File: config.mk
export PLATFORM = sky130hd
export DESIGN_NAME = xm23_dev_regs_flat
export DESIGN_NICKNAME = d
export VERILOG_FILES = /design/src/rtl/xm23_dev_regs_if.sv /design/src/rtl/xm23_dev_regs.sv /design/src/flat_wrapper.sv
export SDC_FILE = /design/constraint.sdc
export NUM_CORES = 1
export LEC_CHECK = 0
export CORE_MARGIN = 5
export CORE_UTILIZATION = 40
export DETAILED_ROUTE_END_ITERATION = 6
export PLACE_DENSITY = 0.76
export SETUP_SLACK_MARGIN = 0.15
export SYNTH_ARGS = -nofsm -noshare
export SYNTH_HDL_FRONTEND = slang
export SYNTH_SLANG_ARGS = --single-unit
export TNS_END_PERCENT = 30
File: constraint.sdc
create_clock -name Clock -period 1.69 [get_ports Clock]
set_input_delay 0.4225 -clock Clock [delete_from_list [all_inputs] [get_ports Clock]]
set_output_delay 0.4225 -clock Clock [all_outputs]
set_load 0.02 [all_outputs]
File: src/rtl/xm23_dev_regs_if.sv
// Bus bundle between the CPU/device side and the XM23 device register bank.
// The master drives strobes and device inputs; the slave (register bank) drives read data, tx and irq.
interface xm23_dev_regs_if #(
    parameter int NUM_DEV = 3
);
    logic [15:0]            cpu_addr;
    logic                   cpu_rd;
    logic                   cpu_wr;
    logic                   cpu_byte;
    logic [15:0]            cpu_wdata;
    logic                   cpu_hit;
    logic [15:0]            cpu_rdata;
    logic [NUM_DEV-1:0]     dev_rx_valid;
    logic [8*NUM_DEV-1:0]   dev_rx_data;
    logic [NUM_DEV-1:0]     dev_tx_valid;
    logic [8*NUM_DEV-1:0]   dev_tx_data;
    logic [NUM_DEV-1:0]     dev_tx_done;
    logic                   irq;
    logic [2:0]             irq_vect;

    modport master (
        output cpu_addr, cpu_rd, cpu_wr, cpu_byte, cpu_wdata,
        output dev_rx_valid, dev_rx_data, dev_tx_done,
        input  cpu_hit, cpu_rdata, dev_tx_valid, dev_tx_data, irq, irq_vect
    );

    modport slave (
        input  cpu_addr, cpu_rd, cpu_wr, cpu_byte, cpu_wdata,
        input  dev_rx_valid, dev_rx_data, dev_tx_done,
        output cpu_hit, cpu_rdata, dev_tx_valid, dev_tx_data, irq, irq_vect
    );
endinterface

File: src/rtl/xm23_dev_regs.sv
// XM23 memory-mapped device register bank: NUM_DEV channels of {CSR, DATA} bytes with
// input/output handshakes, DBA/OF status and a lowest-index-first interrupt request.
module xm23_dev_regs #(
    parameter int          NUM_DEV   = 3,
    parameter logic [15:0] BASE_ADDR = 16'h0000,
    parameter logic [7:0]  IN_MASK   = 8'h01
) (
    input  logic             Clock,
    input  logic             Reset_n,
    xm23_dev_regs_if.slave   bus
);

    localparam logic [16:0] BANK_LO = {1'b0, BASE_ADDR};
    localparam logic [16:0] BANK_HI = {1'b0, BASE_ADDR} + 17'(2 * NUM_DEV);

    logic [NUM_DEV-1:0]             ie_q, ie_d;
    logic [NUM_DEV-1:0]             of_q, of_d;
    logic [NUM_DEV-1:0]             ena_q, ena_d;
    logic [NUM_DEV-1:0]             dba_q, dba_d;
    logic [NUM_DEV-1:0][7:0]        data_q, data_d;
    logic [NUM_DEV-1:0]             tx_valid_q, tx_valid_d;
    logic [15:0]                    rdata_q, rdata_d;
    logic                           irq_q, irq_d;
    logic [2:0]                     irq_vect_q, irq_vect_d;

    logic                           hit_s;
    logic [3:0]                     offset_s;
    logic [2:0]                     ch_s;
    logic                           odd_s;
    logic                           rd_s;
    logic                           wr_s;
    logic [NUM_DEV-1:0]             csr_sel_s;
    logic [NUM_DEV-1:0]             data_sel_s;
    logic [NUM_DEV-1:0]             rd_clr_s;
    logic [NUM_DEV-1:0]             dba_now_s;
    logic [NUM_DEV-1:0]             req_s;
    logic [7:0]                     csr_wbyte_s;
    logic [7:0]                     data_wbyte_s;
    logic [7:0]                     sel_csr_s;
    logic [7:0]                     sel_data_s;
    logic [8*NUM_DEV-1:0]           tx_data_s;

    function automatic logic [7:0] csr_byte(input logic ie, input logic io, input logic dba,
                                            input logic of, input logic ena);
        csr_byte = {3'b000, ena, of, dba, io, ie};
    endfunction

    // Address decode; the low nibble of the offset is enough to pick channel and byte lane.
    always_comb begin
        hit_s    = ({1'b0, bus.cpu_addr} >= BANK_LO) && ({1'b0, bus.cpu_addr} < BANK_HI);
        offset_s = bus.cpu_addr[3:0] - BASE_ADDR[3:0];
        ch_s     = offset_s[3:1];
        odd_s    = offset_s[0];
        rd_s     = bus.cpu_rd & hit_s;
        wr_s     = bus.cpu_wr & hit_s;
        csr_wbyte_s  = bus.cpu_wdata[7:0];
        data_wbyte_s = bus.cpu_byte ? bus.cpu_wdata[7:0] : bus.cpu_wdata[15:8];
        for (int i = 0; i < NUM_DEV; i++) begin
            csr_sel_s[i]  = (ch_s == 3'(i)) && (!bus.cpu_byte || !odd_s);
            data_sel_s[i] = (ch_s == 3'(i)) && (!bus.cpu_byte || odd_s);
        end
    end

    // Read mux and registered read data, held between reads.
    always_comb begin
        sel_csr_s  = 8'h00;
        sel_data_s = 8'h00;
        for (int i = 0; i < NUM_DEV; i++) begin
            if (ch_s == 3'(i)) begin
                sel_csr_s  = csr_byte(ie_q[i], IN_MASK[i], dba_q[i], of_q[i], ena_q[i]);
                sel_data_s = data_q[i];
            end else begin
                sel_csr_s  = sel_csr_s;
                sel_data_s = sel_data_s;
            end
        end
        if (!rd_s) begin
            rdata_d = rdata_q;
        end else if (bus.cpu_byte) begin
            rdata_d = {8'h00, odd_s ? sel_data_s : sel_csr_s};
        end else begin
            rdata_d = {sel_data_s, sel_csr_s};
        end
    end

    // Per-channel flag and data update; hardware-set OF wins over a same-cycle CPU clear.
    always_comb begin
        ie_d       = ie_q;
        of_d       = of_q;
        ena_d      = ena_q;
        dba_d      = dba_q;
        data_d     = data_q;
        tx_valid_d = '0;
        rd_clr_s   = '0;
        dba_now_s  = dba_q;
        for (int i = 0; i < NUM_DEV; i++) begin
            if (wr_s && csr_sel_s[i]) begin
                ie_d[i]  = csr_wbyte_s[0];
                ena_d[i] = csr_wbyte_s[4];
                of_d[i]  = of_q[i] & csr_wbyte_s[3];
            end else begin
                ie_d[i]  = ie_q[i];
                ena_d[i] = ena_q[i];
            end
            if (IN_MASK[i]) begin
                rd_clr_s[i] = rd_s && data_sel_s[i];
                dba_d[i]    = dba_q[i] & ~rd_clr_s[i];
                if (bus.dev_rx_valid[i] && ena_q[i]) begin
                    data_d[i] = bus.dev_rx_data[8*i +: 8];
                    dba_d[i]  = 1'b1;
                    of_d[i]   = of_d[i] | (dba_q[i] & ~rd_clr_s[i]);
                end else begin
                    data_d[i] = data_q[i];
                end
            end else begin
                dba_now_s[i] = dba_q[i] | bus.dev_tx_done[i];
                dba_d[i]     = dba_now_s[i];
                if (wr_s && data_sel_s[i]) begin
                    data_d[i] = data_wbyte_s;
                    if (ena_q[i]) begin
                        tx_valid_d[i] = 1'b1;
                        of_d[i]       = of_d[i] | ~dba_now_s[i];
                        dba_d[i]      = 1'b0;
                    end else begin
                        tx_valid_d[i] = 1'b0;
                    end
                end else begin
                    data_d[i] = data_q[i];
                end
            end
        end
    end

    // Interrupt request: level of any enabled ready channel, vector of the lowest one.
    always_comb begin
        req_s      = ie_q & ena_q & dba_q;
        irq_d      = |req_s;
        irq_vect_d = irq_vect_q;
        for (int i = NUM_DEV - 1; i >= 0; i--) begin
            if (req_s[i]) begin
                irq_vect_d = 3'(i);
            end else begin
                irq_vect_d = irq_vect_d;
            end
        end
    end

    // Transmit data is only meaningful on output channels.
    always_comb begin
        tx_data_s = '0;
        for (int i = 0; i < NUM_DEV; i++) begin
            if (IN_MASK[i]) begin
                tx_data_s[8*i +: 8] = 8'h00;
            end else begin
                tx_data_s[8*i +: 8] = data_q[i];
            end
        end
    end

    // State registers; reset drops any pending tx pulse and ignores concurrent tx_done.
    always_ff @(posedge Clock) begin
        if (!Reset_n) begin
            ie_q       <= '0;
            of_q       <= '0;
            ena_q      <= '1;
            dba_q      <= ~IN_MASK[NUM_DEV-1:0];
            data_q     <= '0;
            tx_valid_q <= '0;
            rdata_q    <= 16'h0000;
            irq_q      <= 1'b0;
            irq_vect_q <= 3'd0;
        end else begin
            ie_q       <= ie_d;
            of_q       <= of_d;
            ena_q      <= ena_d;
            dba_q      <= dba_d;
            data_q     <= data_d;
            tx_valid_q <= tx_valid_d;
            rdata_q    <= rdata_d;
            irq_q      <= irq_d;
            irq_vect_q <= irq_vect_d;
        end
    end

    assign bus.cpu_hit      = hit_s;
    assign bus.cpu_rdata    = rdata_q;
    assign bus.dev_tx_valid = tx_valid_q;
    assign bus.dev_tx_data  = tx_data_s;
    assign bus.irq          = irq_q;
    assign bus.irq_vect     = irq_vect_q;

endmodule
File: src/flat_wrapper.sv
// flat-port wrapper written by rule: the top's interface ports become plain ports
module xm23_dev_regs_flat 
#(
    parameter int          NUM_DEV   = 3,
    parameter logic [15:0] BASE_ADDR = 16'h0000,
    parameter logic [7:0]  IN_MASK   = 8'h01
)
  (Clock, Reset_n, bus_cpu_addr, bus_cpu_rd, bus_cpu_wr, bus_cpu_byte, bus_cpu_wdata, bus_dev_rx_valid, bus_dev_rx_data, bus_dev_tx_done, bus_cpu_hit, bus_cpu_rdata, bus_dev_tx_valid, bus_dev_tx_data, bus_irq, bus_irq_vect);
  xm23_dev_regs_if #(.NUM_DEV(NUM_DEV)) bus_i ();
  input  logic Clock;
  input  logic Reset_n;
  input wire logic [$bits(bus_i.cpu_addr)-1:0] bus_cpu_addr;
  input wire logic [$bits(bus_i.cpu_rd)-1:0] bus_cpu_rd;
  input wire logic [$bits(bus_i.cpu_wr)-1:0] bus_cpu_wr;
  input wire logic [$bits(bus_i.cpu_byte)-1:0] bus_cpu_byte;
  input wire logic [$bits(bus_i.cpu_wdata)-1:0] bus_cpu_wdata;
  input wire logic [$bits(bus_i.dev_rx_valid)-1:0] bus_dev_rx_valid;
  input wire logic [$bits(bus_i.dev_rx_data)-1:0] bus_dev_rx_data;
  input wire logic [$bits(bus_i.dev_tx_done)-1:0] bus_dev_tx_done;
  output wire logic [$bits(bus_i.cpu_hit)-1:0] bus_cpu_hit;
  output wire logic [$bits(bus_i.cpu_rdata)-1:0] bus_cpu_rdata;
  output wire logic [$bits(bus_i.dev_tx_valid)-1:0] bus_dev_tx_valid;
  output wire logic [$bits(bus_i.dev_tx_data)-1:0] bus_dev_tx_data;
  output wire logic [$bits(bus_i.irq)-1:0] bus_irq;
  output wire logic [$bits(bus_i.irq_vect)-1:0] bus_irq_vect;
  assign bus_i.cpu_addr = bus_cpu_addr;
  assign bus_i.cpu_rd = bus_cpu_rd;
  assign bus_i.cpu_wr = bus_cpu_wr;
  assign bus_i.cpu_byte = bus_cpu_byte;
  assign bus_i.cpu_wdata = bus_cpu_wdata;
  assign bus_i.dev_rx_valid = bus_dev_rx_valid;
  assign bus_i.dev_rx_data = bus_dev_rx_data;
  assign bus_i.dev_tx_done = bus_dev_tx_done;
  assign bus_cpu_hit = bus_i.cpu_hit;
  assign bus_cpu_rdata = bus_i.cpu_rdata;
  assign bus_dev_tx_valid = bus_i.dev_tx_valid;
  assign bus_dev_tx_data = bus_i.dev_tx_data;
  assign bus_irq = bus_i.irq;
  assign bus_irq_vect = bus_i.irq_vect;
  xm23_dev_regs #(.NUM_DEV(NUM_DEV), .BASE_ADDR(BASE_ADDR), .IN_MASK(IN_MASK)) u_core (.Clock(Clock), .Reset_n(Reset_n), .bus(bus_i));
endmodule
==> out/metrics.csv <==
stage;metric;value;unit
setup_path;CP max-delay cell;clkdlybuf4s15_1;
placement;Final GP Congestion;0.878;
sta;total count of hold-check failures in the final report;0;
setup_path;worst endpoint required time;1270;ps
run_status;failing checks;negative setup slack;
sta;maximum achievable frequency;589;MHz
die;die height;98.4;um
pwr;P per Cell Area;648;mW/mm2
grt;vias in the first global route;2998;
synth;synthesized instance count;357;
clock_network;number of buffers created by CTS;9;
routing;DR pass1 iterations;4;
setup_path;ordered list of cells on the worst path;clkdlybuf4s15_1 > nor4_4 > and3_1 > and2_4 > buf_6;
clock_network;maximum buffer depth of the clock tree;2;
layout;relative area change from synthesis to final layout;46.2;%
setup_path;arrival time of data at the critical path endpoint;1270;ps
synth;Unique masters post-synth;49;
layout;final net count;526;
sta;crit path setup slack, layout;-6.45;ps
die;effective utilization at floorplan;0.407;
clock_network;clk_lat worst skew;340;ps
layout;post-layout instance count excluding filler cells;565;
sta;clock skew;9.01;ps
routing;average vias per placed instance;5.21;
hold_path;kind of path behind the tightest hold check;reg2reg;
placement;Buffers on Ports;85;
pwr;worst IR drop on VDD;375;uV
setup_path;count of buffer and inverter cells on the critical path;2;
sta;unrepaired setup endpoints after global routing;yes;
layout;final design instance area without fill;0.00457;mm2
setup_path;worst-path fanout max;2;
pwr;Static Leak;2.03;nW
setup_path;gate family responsible for the most delay along the worst path;simple AND/OR/NAND/NOR gates;
routing;Detailed Route WL;9.46;mm
routing;number of violations reported at the end of detailed-routing iteration 0;209;
routing;vias;2943;
layout;diodes inserted;0;
sta;total of endpoints with negative setup slack in the final report;1;
grt;overall fraction of global-route tracks in use;0.194;
synth;warnings from Yosys;0;
synth;share of async-settable or async-resettable flops after synthesis;0;
sta;number of pins exceeding their max-slew limit in the final report;0;
die;Die X;98.4;um
sta;fin crit period;1700;ps
synth;most frequent cell after synthesis;nand2_1;
die;site row count;32;
routing;post-detailed-route wirelength per cell;16.7;um
sta;final hold slack;452;ps
run_status;result of the run;complete, but fails checks;
clock_network;root buffer cell;clkbuf_8;
grt;antenna violations before repair;0;
synth;share of the synthesized area in the top cell type;0.365;
clock_network;TritonCTS clock tree;built;
synth;mean cell area of the mapped netlist;8.76;um2
setup_path;kind of capture point of the worst setup path;output port;
setup_path;crit path kind;in2out;
setup_path;highest cell delay on the worst timing path;210;ps
routing;# DRC;0;
setup_path;category of the worst setup path launch point;input pin;
clock_network;H-tree levels;3;
synth;predominant post-synthesis flop cell;dfxtp_1;
clock_network;total clock sinks;57;
synth;number of synthesized flops with an enable pin;0;
sta;part of the cycle the worst path needs;1.00;
die;I/O pin count;115;
synth;Seq cells post-synth;57;
synth;leading area contributor after synthesis;dfxtp_1;
synth;ranking of synthesized cells by area;dfxtp_1 (36%), mux2i_1 (13%), nand2_1 (9.2%);
placement;total cell area at the placement stage;0.00416;mm2
placement;HPWL reported at the end of detailed placement;6.80;mm
placement;Placed Cells;542;
die;Die Outline Area;0.00969;mm2
synth;most instantiated cells after synthesis;nand2_1 (77), dfxtp_1 (57), mux2i_1 (41);
layout;final design utilization;0.595;
clock_network;clock-pin slew reported for the worst setup and hold paths after clock tree synthesis;60;ps
pwr;overall power consumption;2.96;mW
grt;maximum number of pins on one net before global-route repair;27;
routing;remaining antenna violation count;0;
die;placeable core region;0.00769;mm2
grt;first-pass GRT wire length;15.1;mm
job;maximum capacitance violations;0;
synth;synthesized area;0.00313;mm2
grt;total gr overflow;0;
synth;share of the yosys chip area belonging to registers;0.365;
layout;share of final-layout standard cells stronger than drive strength 1;0.261;
[placed cells by master (no fill, tap or decap), drive strengths merged, types with 10 or more instances in the layout]
cell type and instances:
dlygate4sd2 29, nand3 12, nor2 10, dfxtp 57, o2bb2ai 10, buf 54
nand2 77, clkbuf 25, conb 10, mux2i 41, a21boi 17, clkdlybuf4s50 27
[layer usage]
| layer | wire [um] | vias to the layer above | GRT usage |
|---|---|---|---|
| met5 | 0 | - | 0 |
| li1 | - | 1436 | - |
| met1 | 4200 | 1390 | 0.254 |
| met3 | 543 | 14 | 0.0467 |
| met4 | 177 | 0 | 0.0693 |
| met2 | 4540 | 103 | 0.311 |
[cell type report]
class / count / area (um2)
multi-input cells: 261 / 1900
clock buffers: 13 / 169
well taps: 102 / 128
clock inverters: 2 / 12.5
flip-flops and latches: 57 / 1140
repair buffers: 130 / 1220
fillers: 662 / 3120
[worst reg2reg max path, stage by stage (launching register included)]
cell	delay [ps]
dfxtp_1	320
buf_4	140
mux2i_1	130
o32ai_1	90
a311oi_1	310
o21ai_0	140
[power by group]
group | total, mW | leakage, nW | internal, mW | switching, mW
sequential | 1.37 | 0.461 | 1.36 | 0.0119
clock | 1.17 | 0.0915 | 0.641 | 0.524
combinational | 0.426 | 1.47 | 0.214 | 0.212
[sequential cells by signal, summed over array words and instances (netlist names)]
| register | count |
|---|---|
| u_core.bus.dev_tx_valid | 2 |
| u_core.ena_q | 3 |
| u_core.bus.cpu_rdata | 16 |
| u_core.bus.irq_vect | 2 |
| u_core.dba_q | 3 |
| u_core.ie_q | 3 |
| u_core.bus.irq | 1 |
| u_core.bus.dev_tx_data | 16 |
| u_core.data_q | 8 |
| u_core.of_q | 3 |
[stage by stage]
| step | setup TNS [ps] | setup slack (ps) |
|---|---|---|
| global placement | -22580 | -851 |
| detailed placement | -24400 | -874 |
| global route | -39.2 | -39.2 |
| floorplan | 0 | 21.2 |
| CTS | 0 | 3.19 |
| finish | -6.45 | -6.45 |
[kinds of logic (layout without fill, tap and decap cells)]
kind of cell	count (synthesis)	in the layout	share of synthesized area
AO/OA/AOI/OAI	64	64	0.154
buffers and inverters	48	145	0.0948
flip-flops	57	57	0.365
multiplexers	49	49	0.160
other	1	10	0.00120
AND/OR/NAND/NOR	138	138	0.225
[repair_timing]
item                                    4_1_cts  5_1_grt
resized for setup                           136       34
hold buffers                                  0        0
pin swaps                                    14        7
buffers inserted                              4        0
gates cloned                                  1        3
endpoints found under the setup margin       84       53
[final timing paths]
check | start | endpoint | slack [ps] | cells after the start
setup / recovery | bus_cpu_addr[12] | bus_cpu_hit | -6 | 5
hold / removal | u_core.bus.cpu_rdata[15] | u_core.bus.cpu_rdata[15] | 450 | 2
setup reg to reg | u_core.bus.dev_tx_data[20] | u_core.bus.cpu_rdata[4] | 440 | 5
hold reg to reg | u_core.bus.cpu_rdata[15] | u_core.bus.cpu_rdata[15] | 450 | 2
(Power assumes the default switching activity.)
